**src/rtl/cavlc_rbsp_feeder.sv**
```systemverilog
// cavlc_rbsp_feeder: packs 32-bit RBSP words into a left-justified bit buffer and exposes a 16-bit look-ahead window
module cavlc_rbsp_feeder #(
  parameter int WORD_W  = 32,
  parameter int BUF_W   = 64,
  parameter int MAX_LEN = 16
) (
  input  logic                         clk,
  input  logic                         rst_n,
  input  logic [WORD_W-1:0]            word_in,
  input  logic                         word_valid,
  output logic                         word_ready,
  input  logic                         flush,
  input  logic                         idle,
  input  logic [4:0]                   len_comb,
  output logic [0:MAX_LEN-1]           rbsp,
  output logic                         ena,
  output logic [$clog2(BUF_W+1)-1:0]   bit_count,
  output logic [31:0]                  bits_used,
  output logic                         err
);
  localparam int CW = $clog2(BUF_W+1);
  logic [BUF_W-1:0] r_buf;
  logic [CW-1:0]    r_count;
  logic [31:0]      r_used;
  logic             r_err;
  logic [CW-1:0]    w_len, w_lim, w_c, w_rem, w_sh;
  logic [BUF_W-1:0] w_word;
  logic             w_acc, w_take, w_err;
  assign ena        = r_count >= CW'(MAX_LEN);
  assign word_ready = !flush && (r_count <= CW'(BUF_W-WORD_W));
  assign rbsp       = r_buf[BUF_W-1 -: MAX_LEN];
  assign bit_count  = r_count;
  assign bits_used  = r_used;
  assign err        = r_err;
  assign w_acc      = word_valid && word_ready;
  assign w_take     = ena && !idle;
  assign w_len      = CW'(len_comb);
  // clamp consumption to what the window and buffer can actually supply, and place the new word right after the survivors
  always_comb begin
    w_lim  = (r_count < CW'(MAX_LEN)) ? r_count : CW'(MAX_LEN);
    w_c    = !w_take ? '0 : (w_len > w_lim) ? w_lim : w_len;
    w_err  = w_take && (len_comb != '0) && ((w_len > CW'(MAX_LEN)) || (w_len > r_count));
    w_rem  = r_count - w_c;
    w_sh   = CW'(BUF_W-WORD_W) - w_rem;
    w_word = {{(BUF_W-WORD_W){1'b0}}, word_in} << w_sh;
  end
  // buffer, fill level, consumed-bit total and sticky error; flush overrides everything
  always_ff @(posedge clk or negedge rst_n) begin
    if (!rst_n) begin
      r_buf   <= '0;
      r_count <= '0;
      r_used  <= '0;
      r_err   <= 1'b0;
    end else if (flush) begin
      r_buf   <= '0;
      r_count <= '0;
      r_used  <= '0;
      r_err   <= 1'b0;
    end else begin
      r_buf   <= (r_buf << w_c) | (w_acc ? w_word : '0);
      r_count <= w_rem + (w_acc ? CW'(WORD_W) : '0);
      r_used  <= r_used + 32'(w_c);
      r_err   <= r_err | w_err;
    end
  end
endmodule

```
**config.mk**
```make
export PLATFORM = sky130hd
export DESIGN_NAME = cavlc_rbsp_feeder
export DESIGN_NICKNAME = d
export VERILOG_FILES = /design/src/rtl/cavlc_rbsp_feeder.sv
export SDC_FILE = /design/constraint.sdc
export NUM_CORES = 1
export LEC_CHECK = 0
export BUFFER_PORTS_ARGS = -buffer_cell sky130_fd_sc_hd__buf_2
export CAP_MARGIN = 40
export CORE_UTILIZATION = 45
export CTS_CLUSTER_SIZE = 8
export DETAILED_ROUTE_END_ITERATION = 16
export GPL_ROUTABILITY_DRIVEN = 1
export PLACE_DENSITY_LB_ADDON = 0.15
export REMOVE_ABC_BUFFERS = 1
export SKIP_CTS_REPAIR_TIMING = 1
export SLEW_MARGIN = 20
export SYNTH_ARGS = -nofsm -noshare
export SYNTH_HDL_FRONTEND = slang
export SYNTH_SLANG_ARGS = --single-unit
export TNS_END_PERCENT = 5
```
**constraint.sdc**
```tcl
create_clock -name clk -period 6.3 [get_ports clk]
set_clock_uncertainty 0.05 [all_clocks]
set_input_delay 0.315 -clock clk [delete_from_list [all_inputs] [get_ports clk]]
set_output_delay 0.315 -clock clk [all_outputs]
set_load 0.02 [all_outputs]
```
# After elaboration in Yosys (flattened, before gate mapping)
# Index checks and enable logic that the tools add are counted.
[classes] n_bitwise=2 addsub=4 muxes=9 n_reduce_logical=9 n_div=0 magnitude_cmp=6 shift=2 n_mul=0 n_eq_ne=0
[op_table] op="2-to-1 mux 64 bit" n=2
[op_table] op="OR 64 bit" n=1
[op_table] op="<< shifter 32 x 7 -> 64 bit" n=1
[op_table] op="<< shifter 64 x 7 -> 64 bit" n=1
[op_table] op="adder 32 x 7 -> 32 bit" n=1
[op_table] op="2-to-1 mux 32 bit" n=1
[op_table] op="2-to-1 mux 7 bit" n=4
[op_table] op="greater-than comparator 5 x 7 -> 1 bit" n=2
[op_table] op="adder 7 x 6 -> 7 bit" n=1
[op_table] op=">= comparator 7 x 5 -> 1 bit, second input constant" n=1
[op_table] op="less-or-equal comparator 7 x 6 -> 1 bit, second input constant" n=1
[op_table] op="< comparator 7 x 5 -> 1 bit, second input constant" n=1
[op_table] op="subtractor 6 x 7 -> 7 bit, first input constant" n=1
[op_table] op="subtractor 7 bit" n=1
[op_table] op="2-to-1 mux 6 bit" n=1
[op_table] op="greater-than comparator 5 bit, second input constant" n=1
[op_table] op="logical AND 1 bit" n=5
[op_table] op="nonzero test 5 bit" n=1
[op_table] op="logical NOT 1 bit" n=2
[op_table] op="logical OR 1 bit" n=1
[op_table] op="2-to-1 mux 1 bit" n=1
[op_table] op="OR 1 bit" n=1
[word_totals] word_cells=36 mem_bits_ro=0 ff_bits=104 input_bits=42 latchBits=0 n_memories=0 ramBits=0 output_inout_bits=58

# Logic depth before layout (Yosys ltp)
# Gate-level depths: netlist of run 1.
[logic_depth] word_depth=11 ltp_mapped=25 depth_no_buf=20

# Worst setup path after synthesis of run 1
# OpenSTA, ideal clock, no wires.
[synth_path] kind="register to register" startpoint="register r_count[6] (netlist: bit_count[6])" endpoint="register r_buf[47]" n_path_buf=5 path_slack_ps=414 required_ps=6108 stages_incl_launch_ff=22 arrival_time_ps=5694 cell_sequence="dfrtp_1 nor3_2 ha_1 a2111oi_2 a22o_1 buf_2 nand2_1 inv_1 clkbuf_1 ha_1 fa_1 ha_1 clkbuf_1 buf_1 clkbuf_1 mux2i_1 mux2i_1 mux2_2 mux2i_1 nor3_1 o21ai_0 o221ai_1"
[synth_via] elab_chain_len=11 elab_cells_between_ends=17 classes_between="add/sub (2); order compare (4); shift (2); mux (5); bitwise (1); reduce/logical (3)"
[synth_lines] item="start: declaration" line="23" rtl="logic [CW-1:0] r_count;"
[synth_lines] item="start signal: assignment" line="61" rtl="r_count <= w_rem + (w_acc ? CW'(WORD_W) : '0);"
[synth_lines] item="< comparator 7 x 5 -> 1 bit" line="40" rtl="w_lim = (r_count < CW'(MAX_LEN)) ? r_count : CW'(MAX_LEN);"
[synth_lines] item="2-to-1 mux 7 bit" line="40"
[synth_lines] item="greater-than comparator 5 x 7 -> 1 bit" line="41" rtl="w_c = !w_take ? '0 : (w_len > w_lim) ? w_lim : w_len;"
[synth_lines] item="2-to-1 mux 7 bit (2 in series)" line="41"
[synth_lines] item="subtractor 7 bit" line="43" rtl="w_rem = r_count - w_c;"
[synth_lines] item="subtractor 6 x 7 -> 7 bit" line="44" rtl="w_sh = CW'(BUF_W-WORD_W) - w_rem;"
[synth_lines] item="<< shifter 32 x 7 -> 64 bit" line="45" rtl="w_word = {{(BUF_W-WORD_W){1'b0}}, word_in} << w_sh;"
[synth_lines] item="2-to-1 mux 64 bit" line="60" rtl="r_buf <= (r_buf << w_c) | (w_acc ? w_word : '0);"
[synth_lines] item="OR 64 bit *" line="60"
[synth_lines] item="2-to-1 mux 64 bit *" line="54" rtl="end else if (flush) begin"
[synth_lines] item="end signal: assignment" line="60"
[synth_lines] item="end: declaration" line="22" rtl="logic [BUF_W-1:0] r_buf;"
# Mark *: on every way between the ends. The rest lies on a longest branch, timed or not.

# Worst setup path in the final report of run 1
# Same ends and word-level chain as after synthesis.

==> results.txt, run 1 <==
----------------------------------------------------
[Outcome]
  Result of the run ... finished clean

[Run]
  Max-cap check violation count ... 0

[Synth]
  Cell area after synthesis ... roughly 0.013 sq mm
  Syn. warnings ... 0
  Cells after synthesis ... between 1500 and 2000
  Number of enable flip-flop cells after synthesis ... 0
  Most frequently used flop master after synthesis ... sky130_fd_sc_hd__dfrtp_1
  Cell with the most instances after synthesis ... sky130_fd_sc_hd__nand2_1
  Post-synth ARST share ... between 90% and 100%
  Mean cell area of the mapped netlist ... ~7.3 sq um
  Area fraction of the dominant cell type after synthesis ... between 20% and 30%
  FF+latch count, synth ... ~100
  Post-synthesis cell type with the largest combined area ... sky130_fd_sc_hd__dfrtp_1
  Number of different library cells in the post-synthesis netlist ... 81
  Top post-synthesis cells by area ... sky130_fd_sc_hd__dfrtp_1, sky130_fd_sc_hd__mux2i_1, sky130_fd_sc_hd__nand2_1
  Fraction of the yosys area taken by sequential cells ... around a fifth
  Cell types with the highest counts after synthesis ... sky130_fd_sc_hd__nand2_1, sky130_fd_sc_hd__nor2_1, sky130_fd_sc_hd__mux2i_1

[GRT]
  Grt total ovfl ... 0
  Total routing usage reported by global routing ... between 30% and 40%
  First-pass GRT wire length ... 82400 microns
  Vias in the first global route ... between 10000 and 15000
  Number of antenna violations at the first check in global routing ... 0
  Pin count of the biggest net entering global routing ... 157

[Floorplanning]
  Horizontal die dimension ... roughly 170 microns
  I/O pins ... 100
  Floorplan die height ... between 150 and 200 microns
  Area of the core region ... approximately 0.027 sq mm
  Die area ... roughly 0.029 sq mm
  Initial standard-cell utilization of the core ... a little under half
  Number of core rows ... 60

[Hold path]
  Class of the tightest hold or removal check ... in -> async

[STA]
  Setup repair after global routing missed its margin ... no
  Measured slew at the worst slew-check pin ... a little over 0.9 ns
  Clock period minus worst slack ... between 5 and 6 ns
  Final-report max-slew violation count ... 0
  Number of hold violations in the final report ... 0
  Fmax ... between 0.15 and 0.2 GHz
  Worst slew margin ... 36.8%
  Final setup violation count ... 0
  Period utilisation layout ... 92.3%

[Setup path]
  Crit path max-delay cell type ... sky130_fd_sc_hd__or4b_2
  Data required time of the worst path ... about 6.5 ns
  CP cell instances ... nor3_2 -> ha_1 -> a2111oi_2 -> a22oi_2 -> nor2_4 -> clkinv_1 -> ha_1 -> o21ai_0 -> a21oi_1 -> or4b_2 -> nand3_1 -> xor2_4 -> buf_4 -> nor3_1 -> o21ai_0 -> o221ai_1
  Critical Path Max Stage Delay ... 0.61 ns
  Worst-case reg-to-reg path depth ... 16
  Reg2Reg Capture Point ... r_buf[47]$_DFF_PN0_
  Launching element type of the critical path ... flop
  Endpoint class of the critical path ... flop
  Worst setup slack for register-to-register paths ... 0.49 ns
  Worst setup path category ... reg -> reg
  Top fanout value on the critical path ... 25
  Family with the most delay on the worst path ... simple AND/OR/NAND/NOR gates
  Buffers plus inverters on the worst setup path ... 2
  Origin of the critical flop-to-flop path ... bit_count[6]$_DFF_PN0_
  Arrival time reported for the critical path endpoint ... 5.98 ns

[Detailed routing]
  DRT Pass-1 Iters ... 6
  Top layer in use ... met4
  Met3 WL ... between 5000 and 6000 microns
  Routed vias/inst ... 6.90
  Overall via count from detail_route ... 14500
  Post-route DRC violation count ... 0
  DRC marker count from the first detailed-route iteration ... approximately 2200
  Wire length on met2 ... 22500 microns
  Metal1 wirelength ... 22800 microns
  Post-DR wirelength/cell ... 25.9 microns
  Detailed-route wire length ... about 54000 microns
  Number of nets with antenna violations after detailed routing ... 0

[Clock tree]
  Deepest level of the CTS H-tree ... 3
  Sinks on Clock Net ... roughly 100
  Clk pin slew, worst setup/hold paths ... 0.09 ns
  Latest clock arrival within the worst-skew pair ... 0.37 ns
  TritonCTS clock tree ... yes
  Clk root buf ... sky130_fd_sc_hd__clkbuf_16
  Clock Path Buffers ... 2
  Total clock buffers created by CTS ... 9

[Placed design]
  Input/output buffers ... between 90 and 100
  Post-DP HPWL ... around 39000 microns
  Routability cong. ... between 1 and 1.5

[Final layout]
  Post-layout nets ... around 1800
  Number of filler instances in the final layout ... 2754
  Utilization after layout ... 50.3%
  Antenna diode count ... 0
  Fraction of final layout cells with drive strength greater than 1 ... 13.1%
  P&R area growth vs syn ... 8.75%

----------------------------------------------------
-- placed cells by master, fill, tap and decap left out, drive strengths merged, types with 25 or more instances in the layout --
master	netlist	routed
buf	70	155
inv	56	61
nand3	66	66
nor3	40	40
a22oi	33	33
mux2i	123	123
o21ai	122	122
a21oi	113	113
a31oi	57	57
nor2	178	178
dfrtp	104	104
ha	25	25
o221ai	42	42
nand2	192	192
o211ai	68	68
-- metrics by stage --
step	setup WS, ns	setup TNS [ns]	instance area [sq um]	hold WS (ns)	cells
4_1_cts	0.467	0	13600	-0.00683	2095
5_1_grt	0.193	0	13700	0.334	2100
6_report	0.487	0	13700	0.315	2100
3_3_place_gp	0.511	0	13300	0.391	2078
3_5_place_dp	0.512	0	13300	0.386	2079
2_1_floorplan	-3.93	-295.27	11900	-0.0306	1555
-- how the worst max path moves through the flow --
stage / cells after the start / endpoint / start / slack, ns
3_5_place_dp: 18 / r_buf[44]$_DFF_PN0_ / bit_count[6]$_DFF_PN0_ / 0.51
3_3_place_gp: 20 / r_buf[44]$_DFF_PN0_ / bit_count[6]$_DFF_PN0_ / 0.51
5_1_grt: 18 / r_buf[44]$_DFF_PN0_ / bit_count[6]$_DFF_PN0_ / 0.19
2_1_floorplan: 13 / r_buf[56]$_DFF_PN0_ / bit_count[6]$_DFF_PN0_ / -3.93
6_report: 16 / r_buf[47]$_DFF_PN0_ / bit_count[6]$_DFF_PN0_ / 0.49
4_1_cts: 18 / r_buf[44]$_DFF_PN0_ / bit_count[6]$_DFF_PN0_ / 0.47
-- cells by family (layout without fill, tap and decap cells) --
logic type / Yosys count / after routing / synth area share (%)
compound gates: 607 / 607 / 32.6
simple gates: 582 / 582 / 20.8
buf+inv: 236 / 231 / 7.78
mux: 150 / 150 / 13.5
flops: 104 / 104 / 20.6
fa+ha+maj: 28 / 28 / 2.88
xor+xnor: 23 / 23 / 1.77
other cells: 2 / 3 / 0.0595
-- layout make-up --
type	instances	area (sq um)	share of cell area, %
clock buffer	9	225	1.64
clock inverter	7	88.8	0.647
inverter	58	218	1.59
multi-input combinational	1393	9120	66.5
sequential	104	2600	19.0
tap	372	465	3.39
timing repair buffer	157	1000	7.31
-- metal layers --
layer | GRT usage, % | vias up
met2 | 53.9 | 973
met1 | 53.5 | 6815
met4 | 20.7 | 0
li1 | - | 6506
met3 | 6.88 | 187
met5 | 0 | -
-- state kept, by name, summed over array words and instances, names as in the netlist --
name / cells
bits_used: 32
r_buf: 64
bit_count: 7
err: 1
-- worst reg2reg max path: stages, from the launching register on --
cell and delay, ns:
sky130_fd_sc_hd__dfrtp_1 0.46, sky130_fd_sc_hd__nor3_2 0.47, sky130_fd_sc_hd__ha_1 0.36, sky130_fd_sc_hd__a2111oi_2 0.54, sky130_fd_sc_hd__a22oi_2 0.19, sky130_fd_sc_hd__nor2_4 0.25, sky130_fd_sc_hd__clkinv_1 0.18, sky130_fd_sc_hd__ha_1 0.40
sky130_fd_sc_hd__o21ai_0 0.11, sky130_fd_sc_hd__a21oi_1 0.08, sky130_fd_sc_hd__or4b_2 0.61, sky130_fd_sc_hd__nand3_1 0.40, sky130_fd_sc_hd__xor2_4 0.60, sky130_fd_sc_hd__buf_4 0.31, sky130_fd_sc_hd__nor3_1 0.07, sky130_fd_sc_hd__o21ai_0 0.37
sky130_fd_sc_hd__o221ai_1 0.20
Power of run 1 is not shown: default switching activity piles up to over one toggle a cycle in this logic, so the estimate is an artifact.
==> inputs of run 2 (changes only) <==
CTS_BUF_LIST = sky130_fd_sc_hd__clkbuf_4   (was unset)
==> results.txt, run 2 (synthesized netlist as in run 1, its figures left out) <==
----------------------------------------------------
[Clock tree]
  Clock Path Buffers ... 2 (unchanged)
  Clk root buf ... sky130_fd_sc_hd__clkbuf_4
  Latest clock arrival within the worst-skew pair ... 0.54 ns (+0.17 ns)
  TritonCTS clock tree ... yes
  Deepest level of the CTS H-tree ... 3 (unchanged)
  Sinks on Clock Net ... 104 (unchanged)
  Total clock buffers created by CTS ... 9 (unchanged)
  Clk pin slew, worst setup/hold paths ... 0.21 ns (+0.12 ns)

[Setup path]
  CP cell instances ... nor3_2 -> ha_1 -> a2111oi_2 -> a22oi_2 -> nor2_4 -> clkinv_1 -> ha_1 -> o21ai_0 -> a21oi_1 -> or4b_2 -> nand3_1 -> xor2_4 -> buf_4 -> nor3_1 -> o21ai_0 -> o221ai_1
  Top fanout value on the critical path ... 25 (unchanged)
  Arrival time reported for the critical path endpoint ... 6.20 ns (+0.22 ns)
  Critical Path Max Stage Delay ... 0.61 ns (about the same)
  Endpoint class of the critical path ... flop
  Launching element type of the critical path ... flop
  Data required time of the worst path ... 6.65 ns (+0.19 ns)
  Worst setup path category ... reg -> reg
  Crit path max-delay cell type ... sky130_fd_sc_hd__or4b_2

[Detailed routing]
  Post-DR wirelength/cell ... 25.8 microns (-0.45%)
  Routed vias/inst ... 6.91 (+0.21%)
  Detailed-route wire length ... 54200 microns (-0.40%)
  Overall via count from detail_route ... 14500 (+0.26%)
  DRT Pass-1 Iters ... 7 (+1)
  Number of nets with antenna violations after detailed routing ... 0 (unchanged)
  DRC marker count from the first detailed-route iteration ... 2198 (+1.2%)
  Post-route DRC violation count ... 0 (unchanged)

[Placed design]
  Input/output buffers ... 99 (unchanged)
  Post-DP HPWL ... 39200 microns (unchanged)
  Pre-CTS WS ... 0.512 ns (unchanged)
  Routability cong. ... 1.03 (unchanged)

[STA]
  Measured slew at the worst slew-check pin ... 0.941 ns (+0.0169 ns)
  Hold_ws ... 0.125 ns (-0.190 ns)
  Final-report max-slew violation count ... 0 (unchanged)
  Worst slew margin ... 37.0% (+0.23 points)
  Setup repair after global routing missed its margin ... no
  Post-route worst setup slack ... 0.449 ns (-0.0381 ns)
  Number of hold violations in the final report ... 0 (unchanged)
  Final setup violation count ... 0 (unchanged)
  Fmax ... 0.171 GHz (-0.65%)
  Period utilisation layout ... 92.9% (+0.61 points)
  Clock period minus worst slack ... 5.85 ns (+0.0381 ns)

[GRT]
  Total routing usage reported by global routing ... 37.7% (about the same)
  First-pass GRT wire length ... 82400 microns (about the same)
  Grt total ovfl ... 0 (unchanged)
  Pin count of the biggest net entering global routing ... 157 (unchanged)
  Vias in the first global route ... 13200 (-0.42%)
  Number of antenna violations at the first check in global routing ... 1 (+1)

[Floorplanning]
  Initial standard-cell utilization of the core ... 46.3% (unchanged)
  Area of the core region ... 0.0273 sq mm (unchanged)
  Number of core rows ... 60 (unchanged)
  Horizontal die dimension ... 169 microns (unchanged)
  Floorplan die height ... 169 microns (unchanged)
  Die area ... 0.0287 sq mm (unchanged)
  I/O pins ... 100 (unchanged)

[Run]
  Max-cap check violation count ... 0 (unchanged)

[Final layout]
  P&R area growth vs syn ... 7.52%
  Leading cell types in the layout, fill and taps excluded ... sky130_fd_sc_hd__nand2_1, sky130_fd_sc_hd__nor2_1, sky130_fd_sc_hd__mux2i_1
  Register with the highest flop count ... r_buf
  Utilization after layout ... 49.8% (-0.57 points)
  Most frequent standard cell in the layout excluding fill and tap cells ... sky130_fd_sc_hd__nand2_1
  Fraction of final layout cells with drive strength greater than 1 ... 13.1% (unchanged)
  Post-layout nets ... 1792 (unchanged)
  Largest register FFs ... 64 (unchanged)

[Hold path]
  Class of the tightest hold or removal check ... in -> async

[Outcome]
  Result of the run ... finished clean

----------------------------------------------------
-- run 2: changes by cell type in the layout (fill, tap and decap cells not counted), sizes merged --
cell	change
diode	+1
-- run 2: cell type report --
| cell class | count | area (sq um) |
|---|---|---|
| Multi-Input combinational cell | 1393 | 9120 |
| Antenna cell | 1 | 2.50 |
| Fill cell | 2781 | 13700 |
| Inverter | 58 | 218 |
| Timing Repair Buffer | 157 | 1000 |
| Clock inverter | 7 | 88.8 |
| Clock buffer | 9 | 67.6 |
| Tap cell | 372 | 465 |
| Sequential cell | 104 | 2600 |
-- run 2: metrics by stage --
step                      instances  cell area [sq um]  setup TNS (ns)
after floorplan                1555              11900         -295.27
after global placement         2078              13300               0
after detailed placement       2079              13300               0
after CTS                      2095              13500               0
after global routing           2101              13600               0
final                          2101              13600               0
-- run 2: critical path, delay by kind of cell, from the launching register on --
family	cells	cell delay [ns]
adders and majority gates	2	0.76
and+or+nand+nor	5	1.79
AOI/OAI and AO/OA	6	1.50
xor gates and xnor gates	1	0.60
buffers and inverters	2	0.49
DFF	1	0.50
-- run 2: path summary, 6_finish.rpt --
| check | slack, ns | start | to | cells past startpoint |
|---|---|---|---|---|
| setup / recovery | 0.45 | bit_count[6]$_DFF_PN0_ | r_buf[47]$_DFF_PN0_ | 16 |
| setup reg to reg | 0.45 | bit_count[6]$_DFF_PN0_ | r_buf[47]$_DFF_PN0_ | 16 |
| min in group clk | 0.21 | len_comb[4] | err$_DFF_PN0_ | 4 |
| hold / removal | 0.13 | rst_n | bit_count[5]$_DFF_PN0_ | 2 |
| max in group asynchronous | 4.69 | rst_n | r_buf[16]$_DFF_PN0_ | 4 |
| hold reg to reg | 0.47 | err$_DFF_PN0_ | err$_DFF_PN0_ | 2 |
-- run 2: per-layer routing --
layer / up-vias / global-route usage (%) / share of wire [%]
met2: 998 / 53.4 / 41
met5: - / 0 / 0
met3: 180 / 7.39 / 11
met1: 6845 / 53.3 / 42
li1: 6495 / - / -
met4: 0 / 21.3 / 6.3
Power of run 2 is left out for the same reason.
